==> config.mk <==
export PLATFORM = sky130hd
export DESIGN_NAME = commit_queue_flat
export DESIGN_NICKNAME = d
export VERILOG_FILES = /design/src/rtl/commit_pkg.sv /design/src/rtl/commit_queue_if.sv /design/src/rtl/commit_queue.sv /design/src/flat_wrapper.sv
export SDC_FILE = /design/constraint.sdc
export NUM_CORES = 1
export LEC_CHECK = 0
export BUFFER_PORTS_ARGS = -buffer_cell sky130_fd_sc_hd__buf_2
export CORE_MARGIN = 1.5
export CORE_UTILIZATION = 40
export CTS_CLUSTER_DIAMETER = 200
export CTS_CLUSTER_SIZE = 14
export DETAILED_ROUTE_END_ITERATION = 7
export PLACE_DENSITY = 0.56
export SKIP_CTS_REPAIR_TIMING = 1
export SLEW_MARGIN = 10
export SYNTH_ARGS = -nofsm -noshare
export SYNTH_HDL_FRONTEND = slang
export SYNTH_SLANG_ARGS = --single-unit
==> constraint.sdc <==
create_clock -name clock -period 13.9 [get_ports clock]
set_input_delay 2.78 -clock clock [delete_from_list [all_inputs] [get_ports clock]]
set_output_delay 2.78 -clock clock [all_outputs]
set_load 0.02 [all_outputs]
==> src/rtl/commit_pkg.sv <==
// Shared widths and entry record for the retirement-to-difftest commit path.
package commit_pkg;

    localparam int unsigned PC_W     = 32;
    localparam int unsigned INST_W   = 32;
    localparam int unsigned CSR_ID_W = 12;

    typedef struct packed {
        logic [PC_W-1:0]     pc;
        logic [INST_W-1:0]   inst;
        logic                is_mmio;
        logic [CSR_ID_W-1:0] rcsr_id;
    } commit_entry_t;

    function automatic commit_entry_t make_entry(
        input logic [PC_W-1:0]     pc,
        input logic [INST_W-1:0]   inst,
        input logic                is_mmio,
        input logic [CSR_ID_W-1:0] rcsr_id
    );
        commit_entry_t e;
        e.pc      = pc;
        e.inst    = inst;
        e.is_mmio = is_mmio;
        e.rcsr_id = rcsr_id;
        return e;
    endfunction

endpackage

==> src/rtl/commit_queue_if.sv <==
// Writeback-side retirement slots, pause control and difftest-side commit outputs.
interface commit_queue_if;
    import commit_pkg::*;

    logic                in0_valid;
    logic [PC_W-1:0]     in0_pc;
    logic [INST_W-1:0]   in0_inst;
    logic                in0_is_mmio;
    logic [CSR_ID_W-1:0] in0_rcsr_id;
    logic                in1_valid;
    logic [PC_W-1:0]     in1_pc;
    logic [INST_W-1:0]   in1_inst;
    logic                in1_is_mmio;
    logic [CSR_ID_W-1:0] in1_rcsr_id;
    logic                in_ready;
    logic                pause;
    logic                out_valid;
    logic [PC_W-1:0]     out_pc;
    logic [INST_W-1:0]   out_inst;
    logic                out_is_mmio;
    logic [CSR_ID_W-1:0] out_rcsr_id;
    logic                empty;
    logic [63:0]         retired_cnt;

    modport master (
        output in0_valid, in0_pc, in0_inst, in0_is_mmio, in0_rcsr_id,
        output in1_valid, in1_pc, in1_inst, in1_is_mmio, in1_rcsr_id,
        output pause,
        input  in_ready, out_valid, out_pc, out_inst, out_is_mmio, out_rcsr_id,
        input  empty, retired_cnt
    );

    modport slave (
        input  in0_valid, in0_pc, in0_inst, in0_is_mmio, in0_rcsr_id,
        input  in1_valid, in1_pc, in1_inst, in1_is_mmio, in1_rcsr_id,
        input  pause,
        output in_ready, out_valid, out_pc, out_inst, out_is_mmio, out_rcsr_id,
        output empty, retired_cnt
    );

endinterface

==> src/rtl/commit_queue.sv <==
// Circular queue accepting up to two in-order retirements per cycle and
// draining one per cycle into the difftest commit hook.
module commit_queue
    import commit_pkg::*;
#(
    parameter int unsigned DEPTH = 8
) (
    input logic           clock,
    input logic           reset,
    commit_queue_if.slave bus
);

    localparam int unsigned     PTR_W     = $clog2(DEPTH);
    localparam logic [PTR_W:0]  READY_MAX = (PTR_W+1)'(DEPTH - 2);

    logic [PTR_W-1:0] wr_ptr, rd_ptr;
    logic [PTR_W:0]   count;
    commit_entry_t    mem [DEPTH];

    commit_entry_t in0_entry, in1_entry, wr0_entry, out_entry;
    logic          ready, push, pop, dual;
    logic [1:0]    push_n;
    logic          out_valid_q;
    logic [63:0]   retired_q;

    assign in0_entry = make_entry(bus.in0_pc, bus.in0_inst, bus.in0_is_mmio, bus.in0_rcsr_id);
    assign in1_entry = make_entry(bus.in1_pc, bus.in1_inst, bus.in1_is_mmio, bus.in1_rcsr_id);

    // Ready uses only the registered count; a pop in the same cycle earns no credit.
    always_comb begin
        ready     = (count <= READY_MAX);
        push      = ready & (bus.in0_valid | bus.in1_valid);
        dual      = bus.in0_valid & bus.in1_valid;
        push_n    = 2'd0;
        if (push) push_n = {1'b0, bus.in0_valid} + {1'b0, bus.in1_valid};
        wr0_entry = bus.in0_valid ? in0_entry : in1_entry;
        pop       = (count != '0) & ~bus.pause;
    end

    // Payload storage is not reset; occupancy is tracked by the pointers and count.
    always_ff @(posedge clock) begin
        if (push) begin
            mem[wr_ptr] <= wr0_entry;
            if (dual) mem[wr_ptr + PTR_W'(1)] <= in1_entry;
        end
    end

    always_ff @(posedge clock or posedge reset) begin
        if (reset) begin
            wr_ptr      <= '0;
            rd_ptr      <= '0;
            count       <= '0;
            out_entry   <= '0;
            out_valid_q <= 1'b0;
            retired_q   <= '0;
        end else begin
            wr_ptr      <= wr_ptr + PTR_W'(push_n);
            count       <= count + (PTR_W+1)'(push_n) - (PTR_W+1)'(pop);
            out_valid_q <= pop;
            if (pop) begin
                out_entry <= mem[rd_ptr];
                rd_ptr    <= rd_ptr + PTR_W'(1);
                retired_q <= retired_q + 64'd1;
            end
        end
    end

    assign bus.in_ready    = ready;
    assign bus.empty       = (count == '0);
    assign bus.out_valid   = out_valid_q;
    assign bus.out_pc      = out_entry.pc;
    assign bus.out_inst    = out_entry.inst;
    assign bus.out_is_mmio = out_entry.is_mmio;
    assign bus.out_rcsr_id = out_entry.rcsr_id;
    assign bus.retired_cnt = retired_q;

endmodule
==> src/flat_wrapper.sv <==
// flat-port wrapper written by rule: the top's interface ports become plain ports
module commit_queue_flat import commit_pkg::*;
#(
    parameter int unsigned DEPTH = 8
)
  (clock, reset, bus_in0_valid, bus_in0_pc, bus_in0_inst, bus_in0_is_mmio, bus_in0_rcsr_id, bus_in1_valid, bus_in1_pc, bus_in1_inst, bus_in1_is_mmio, bus_in1_rcsr_id, bus_pause, bus_in_ready, bus_out_valid, bus_out_pc, bus_out_inst, bus_out_is_mmio, bus_out_rcsr_id, bus_empty, bus_retired_cnt);
  commit_queue_if bus_i ();
  input logic clock;
  input logic reset;
  input wire logic [$bits(bus_i.in0_valid)-1:0] bus_in0_valid;
  input wire logic [$bits(bus_i.in0_pc)-1:0] bus_in0_pc;
  input wire logic [$bits(bus_i.in0_inst)-1:0] bus_in0_inst;
  input wire logic [$bits(bus_i.in0_is_mmio)-1:0] bus_in0_is_mmio;
  input wire logic [$bits(bus_i.in0_rcsr_id)-1:0] bus_in0_rcsr_id;
  input wire logic [$bits(bus_i.in1_valid)-1:0] bus_in1_valid;
  input wire logic [$bits(bus_i.in1_pc)-1:0] bus_in1_pc;
  input wire logic [$bits(bus_i.in1_inst)-1:0] bus_in1_inst;
  input wire logic [$bits(bus_i.in1_is_mmio)-1:0] bus_in1_is_mmio;
  input wire logic [$bits(bus_i.in1_rcsr_id)-1:0] bus_in1_rcsr_id;
  input wire logic [$bits(bus_i.pause)-1:0] bus_pause;
  output wire logic [$bits(bus_i.in_ready)-1:0] bus_in_ready;
  output wire logic [$bits(bus_i.out_valid)-1:0] bus_out_valid;
  output wire logic [$bits(bus_i.out_pc)-1:0] bus_out_pc;
  output wire logic [$bits(bus_i.out_inst)-1:0] bus_out_inst;
  output wire logic [$bits(bus_i.out_is_mmio)-1:0] bus_out_is_mmio;
  output wire logic [$bits(bus_i.out_rcsr_id)-1:0] bus_out_rcsr_id;
  output wire logic [$bits(bus_i.empty)-1:0] bus_empty;
  output wire logic [$bits(bus_i.retired_cnt)-1:0] bus_retired_cnt;
  assign bus_i.in0_valid = bus_in0_valid;
  assign bus_i.in0_pc = bus_in0_pc;
  assign bus_i.in0_inst = bus_in0_inst;
  assign bus_i.in0_is_mmio = bus_in0_is_mmio;
  assign bus_i.in0_rcsr_id = bus_in0_rcsr_id;
  assign bus_i.in1_valid = bus_in1_valid;
  assign bus_i.in1_pc = bus_in1_pc;
  assign bus_i.in1_inst = bus_in1_inst;
  assign bus_i.in1_is_mmio = bus_in1_is_mmio;
  assign bus_i.in1_rcsr_id = bus_in1_rcsr_id;
  assign bus_i.pause = bus_pause;
  assign bus_in_ready = bus_i.in_ready;
  assign bus_out_valid = bus_i.out_valid;
  assign bus_out_pc = bus_i.out_pc;
  assign bus_out_inst = bus_i.out_inst;
  assign bus_out_is_mmio = bus_i.out_is_mmio;
  assign bus_out_rcsr_id = bus_i.out_rcsr_id;
  assign bus_empty = bus_i.empty;
  assign bus_retired_cnt = bus_i.retired_cnt;
  commit_queue #(.DEPTH(DEPTH)) u_core (.clock(clock), .reset(reset), .bus(bus_i));
endmodule
==> report_table.html <==
<table>
<tr><th>Metric</th><th>Value</th></tr>
<tr><th colspan="2">Place</th></tr>
<tr><td>Placed instance count</td><td>4237</td></tr>
<tr><td>Gp weighted congestion</td><td>a little under 0.8</td></tr>
<tr><td>Half-perimeter wire length of the detailed placement result</td><td>60200 um</td></tr>
<tr><td>IO buf count</td><td>302</td></tr>
<tr><th colspan="2">Power</th></tr>
<tr><td>Switching Share</td><td>0.343</td></tr>
<tr><td>NetSw</td><td>2.57 mW</td></tr>
<tr><td>Cell area power density</td><td>185 nW/um2</td></tr>
<tr><td>Peak supply drop</td><td>0.140 mV</td></tr>
<tr><td>Combinational share of power</td><td>0.324</td></tr>
<tr><td>Internal power</td><td>approximately 4.9 mW</td></tr>
<tr><td>Share of total power in sequential cells</td><td>0.454</td></tr>
<tr><td>LEAKAGE</td><td>15.1 nW</td></tr>
<tr><td>Clock power share</td><td>0.222</td></tr>
<tr><th colspan="2">Timing</th></tr>
<tr><td>Highest clock rate</td><td>approximately 0.16 GHz</td></tr>
<tr><td>Setup TNS</td><td>0 ns</td></tr>
<tr><td>Share of the clock period used by the worst path</td><td>0.441</td></tr>
<tr><td>Final-report hold violation count</td><td>0</td></tr>
<tr><td>Final critical delay including setup and external delays</td><td>6.14 ns</td></tr>
<tr><td>Max Transition Viols Final</td><td>0</td></tr>
<tr><td>Final Skew</td><td>roughly 0.039 ns</td></tr>
<tr><td>Number of endpoints failing setup at the final stage</td><td>0</td></tr>
<tr><td>Unrepaired setup endpoints after global routing</td><td>no</td></tr>
<tr><td>Slew at the pin closest to its max-slew limit</td><td>1.14 ns</td></tr>
<tr><td>Tightest slew margin relative to the limit</td><td>0.242</td></tr>
<tr><th colspan="2">Synthesis</th></tr>
<tr><td>Mapped cell area</td><td>36300 um2</td></tr>
<tr><td>Count of flip-flops with a built-in enable after synthesis</td><td>slightly above 600</td></tr>
<tr><td>Adder and majority cell fraction of the synthesized area</td><td>0.00559</td></tr>
<tr><td>Number of distinct library cell variants in the gate-level netlist after synthesis</td><td>41</td></tr>
<tr><td>Post-Syn Nets</td><td>roughly 3200</td></tr>
<tr><td>Share of the synthesized area in compound gates (AO/OA/AOI/OAI)</td><td>0.0975</td></tr>
<tr><td>Post-synthesis cell count</td><td>3009</td></tr>
<tr><td>Xor/xnor cell area share of the yosys netlist</td><td>0.0169</td></tr>
<tr><td>Post-synth ARST share</td><td>0.198</td></tr>
<tr><td>Main combinational cell family by area after synthesis</td><td>multiplexers</td></tr>
<tr><td>Sequential cell area fraction in the yosys report</td><td>0.615</td></tr>
<tr><td>Leading register cell type out of synthesis</td><td>sky130_fd_sc_hd__edfxtp_1</td></tr>
<tr><td>Area fraction in and, or, nand and nor cells after synthesis</td><td>0.0952</td></tr>
<tr><td>Post-synthesis sequential element count</td><td>768</td></tr>
<tr><td>Number of warnings issued by yosys</td><td>0</td></tr>
<tr><td>Synth Area per Inst</td><td>12.1 um2</td></tr>
<tr><td>Mux contribution to synthesized area</td><td>0.139</td></tr>
<tr><th colspan="2">Worst setup path</th></tr>
<tr><td>Kind of launch point of the worst setup path</td><td>input pin</td></tr>
<tr><td>Capturing element type of the critical path</td><td>flip-flop</td></tr>
<tr><td>Startpoint of the most critical register-to-register path</td><td>u_core.count[3]</td></tr>
<tr><td>Delay of the slowest critical-path stage</td><td>0.85 ns</td></tr>
<tr><td>Slowest cell on crit path</td><td>sky130_fd_sc_hd__buf_4</td></tr>
<tr><td>Critical path class</td><td>input pin to flip-flop</td></tr>
<tr><td>CP required</td><td>14.17 ns</td></tr>
<tr><td>Cell type group with the largest total delay on the critical path</td><td>buffers and inverters</td></tr>
<tr><td>CP max FO</td><td>72</td></tr>
<tr><td>Reg2Reg Setup Slack</td><td>9.44 ns</td></tr>
<tr><td>Arrival time reported for the critical path endpoint</td><td>6.41 ns</td></tr>
<tr><td>Worst r2r path cells</td><td>9</td></tr>
<tr><td>Endpoint of the lowest-slack register-to-register path</td><td>u_core.mem[0][9]</td></tr>
<tr><td>CP bufs+invs</td><td>4</td></tr>
<tr><td>Series of cell instances along the critical path</td><td>buf_2, inv_1, ha_1, a211oi_1, nand2_1, clkinv_1, nand3_4, o31ai_4, buf_4</td></tr>
<tr><th colspan="2">Floorplanning</th></tr>
<tr><td>Io pins</td><td>303</td></tr>
<tr><td>Width of the die</td><td>304 um</td></tr>
<tr><td>Y dimension of the die</td><td>approximately 300 um</td></tr>
<tr><td>Area of the core region</td><td>89900 um2</td></tr>
<tr><td>Initial core utilization</td><td>0.404</td></tr>
<tr><td>Number of placement rows</td><td>between 100 and 150</td></tr>
<tr><td>DIE AREA</td><td>92500 um2</td></tr>
<tr><th colspan="2">Global routing</th></tr>
<tr><td>Pin count of the biggest net entering global routing</td><td>161</td></tr>
<tr><td>Number of antenna violations at the first check in global routing</td><td>17</td></tr>
<tr><td>Total global routing overflow</td><td>0</td></tr>
<tr><td>Number of global-route vias before repair</td><td>24300</td></tr>
<tr><td>Global-route usage over all layers</td><td>0.215</td></tr>
<tr><td>Wire length of the first global-routing pass</td><td>153000 um</td></tr>
<tr><th colspan="2">Routing</th></tr>
<tr><td>Count of TritonRoute iterations in the first routing pass</td><td>5</td></tr>
<tr><td>WL final</td><td>100000 um</td></tr>
<tr><td>Number of routed nets with antenna violations</td><td>0</td></tr>
<tr><td>Via/cell ratio</td><td>5.62</td></tr>
<tr><td>Routed vias</td><td>about 24000</td></tr>
<tr><td>Post-route DRC violation count</td><td>0</td></tr>
<tr><td>Drt first-iter violations</td><td>2517</td></tr>
<tr><td>Routed length per instance</td><td>roughly 23 um</td></tr>
<tr><th colspan="2">Layout</th></tr>
<tr><td>Leading cell type in the layout, fill and taps excluded</td><td>sky130_fd_sc_hd__nor2_1</td></tr>
<tr><td>Post-layout utilization of the core</td><td>0.449</td></tr>
<tr><td>Number of standard cells in the layout, taps in and fillers out</td><td>4351</td></tr>
<tr><td>Most frequent cells in the layout</td><td>sky130_fd_sc_hd__nor2_1 (710), sky130_fd_sc_hd__a21oi_1 (695), sky130_fd_sc_hd__edfxtp_1 (616)</td></tr>
<tr><td>Signed area change from the synthesized netlist to the final layout</td><td>11.4%</td></tr>
<tr><td>Layout Nets</td><td>3297</td></tr>
<tr><td>Share of layout cells above drive strength 1</td><td>0.183</td></tr>
<tr><td>Fill cells</td><td>8193</td></tr>
<tr><th colspan="2">Clock tree</th></tr>
<tr><td>Clock tree root buffer cell</td><td>sky130_fd_sc_hd__clkbuf_16</td></tr>
<tr><td>Number of H-tree levels</td><td>2</td></tr>
<tr><td>Number of clock sinks</td><td>768</td></tr>
<tr><td>Clock buffer depth</td><td>3</td></tr>
<tr><td>TritonCTS clock tree</td><td>yes</td></tr>
<tr><td>Num CTS Buffers</td><td>60</td></tr>
<tr><td>Clock transition at path regs</td><td>0.07 ns</td></tr>
<tr><td>Latest clock arrival within the worst-skew pair</td><td>0.67 ns</td></tr>
<tr><th colspan="2">Status</th></tr>
<tr><td>Outcome</td><td>finished, final reports clean</td></tr>
<tr><th colspan="2">Worst hold path</th></tr>
<tr><td>Depth of the worst hold-timing path</td><td>1</td></tr>
<tr><td>Min-delay worst type</td><td>flip-flop to flip-flop</td></tr>
<tr><td>Worst Hold End</td><td>u_core.bus.retired_cnt[63]</td></tr>
<tr><td>Origin of the worst min-delay path</td><td>u_core.bus.retired_cnt[63]</td></tr>
<tr><th colspan="2">Job</th></tr>
<tr><td>Max-cap viol count</td><td>0</td></tr>
</table>
cell usage after synthesis (2+ instances only):
master | instances | share of area
sky130_fd_sc_hd__nor2_1 | 711 | 0.074
sky130_fd_sc_hd__xor2_1 | 29 | 0.0070
sky130_fd_sc_hd__mux2_2 | 2 | 0.00062
sky130_fd_sc_hd__o31ai_1 | 2 | 0.00041
sky130_fd_sc_hd__dfrtp_1 | 152 | 0.10
sky130_fd_sc_hd__xnor2_1 | 41 | 0.0099
sky130_fd_sc_hd__edfxtp_1 | 616 | 0.51
sky130_fd_sc_hd__o21ai_0 | 6 | 0.00083
sky130_fd_sc_hd__and3_1 | 21 | 0.0036
sky130_fd_sc_hd__nand3_1 | 20 | 0.0028
sky130_fd_sc_hd__nand2_1 | 26 | 0.0027
sky130_fd_sc_hd__nand2b_1 | 3 | 0.00052
sky130_fd_sc_hd__clkbuf_1 | 182 | 0.019
sky130_fd_sc_hd__and4_1 | 5 | 0.0012
sky130_fd_sc_hd__fa_1 | 2 | 0.0011
sky130_fd_sc_hd__nand4_1 | 24 | 0.0041
sky130_fd_sc_hd__buf_1 | 102 | 0.011
sky130_fd_sc_hd__mux4_2 | 154 | 0.096
sky130_fd_sc_hd__mux2i_1 | 154 | 0.042
sky130_fd_sc_hd__nand4b_1 | 2 | 0.00048
sky130_fd_sc_hd__or2_2 | 3 | 0.00052
sky130_fd_sc_hd__nand3b_1 | 3 | 0.00062
sky130_fd_sc_hd__inv_1 | 13 | 0.0013
sky130_fd_sc_hd__ha_1 | 13 | 0.0045
sky130_fd_sc_hd__nor3_1 | 7 | 0.00097
sky130_fd_sc_hd__a21oi_1 | 695 | 0.096
sky130_fd_sc_hd__nor4_1 | 2 | 0.00034
sky130_fd_sc_hd__and2_1 | 6 | 0.0010
sequential cells by signal, indices dropped and copies added (netlist names):
name	count
u_core.mem	616
u_core.rd_ptr	3
u_core.wr_ptr	3
u_core.bus.out_rcsr_id	12
u_core.bus.retired_cnt	64
u_core.count	4
u_core.bus.out_is_mmio	1
u_core.bus.out_pc	32
u_core.bus.out_valid	1
u_core.bus.out_inst	32
cell type report:
| cell class | instances | area [um2] | share of cell area |
|---|---|---|---|
| Clock buffer | 108 | 1690 | 0.0419 |
| Tap cell | 1176 | 1470 | 0.0364 |
| Timing Repair Buffer | 338 | 1810 | 0.0448 |
| Antenna cell | 3 | 7.51 | 0.000186 |
| Clock inverter | 3 | 76.3 | 0.00189 |
| Sequential cell | 768 | 22300 | 0.552 |
| Inverter | 14 | 57.6 | 0.00142 |
| Multi-Input combinational cell | 1941 | 13000 | 0.321 |
routing by layer:
| layer | vias to the layer above | GRT usage | routed length (um) |
|---|---|---|---|
| met3 | 128 | 0.0341 | 6440 |
| met2 | 866 | 0.371 | 50400 |
| met4 | 18 | 0.0498 | 1810 |
| li1 | 11200 | - | - |
| met5 | - | 0 | 134 |
| met1 | 12200 | 0.285 | 41200 |
cell families after synthesis:
group                      after synthesis
and+or+nand+nor                        841
AOI/OAI and AO/OA                      705
adders and majority gates               15
xor gates and xnor gates                70
muxes                                  310
DFF                                    768
buffers and inverters                  300
power by group through the flow:
stage | registers, mW | clock network [mW] | logic [mW]
after floorplan | 3.53 | 0 | 1.59
after global placement | 3.42 | 0 | 2.44
after detailed placement | 3.46 | 0 | 2.47
after CTS | 3.41 | 1.70 | 2.48
after global routing | 3.45 | 1.79 | 2.63
final | 3.40 | 1.66 | 2.42
worst max-delay path by stage:
stage	depth (start not counted)	start	slack, ns	to
CTS	9	bus_in1_valid	7.74	u_core.mem[4][34]
detailed placement	9	bus_in1_valid	7.07	u_core.mem[0][26]
global route	9	bus_in1_valid	7.49	u_core.mem[0][9]
finish	9	bus_in1_valid	7.76	u_core.mem[0][9]
global placement	9	bus_in1_valid	7.09	u_core.mem[0][25]
floorplan	8	bus_in0_valid	3.02	u_core.mem[0][0]
metrics by stage:
step                hold WS [ns]  setup slack [ns]  power (mW)  cell area, um2
detailed placement         0.467              7.07        5.93           38600
finish                     0.471              7.76        7.48           40400
floorplan                  0.505              3.02        5.12           36300
global placement           0.457              7.09        5.86           38600
global route               0.483              7.49        7.87           40400
CTS                        0.476              7.74        7.59           40400
No activity file was read; power rests on OpenSTA's default activity.
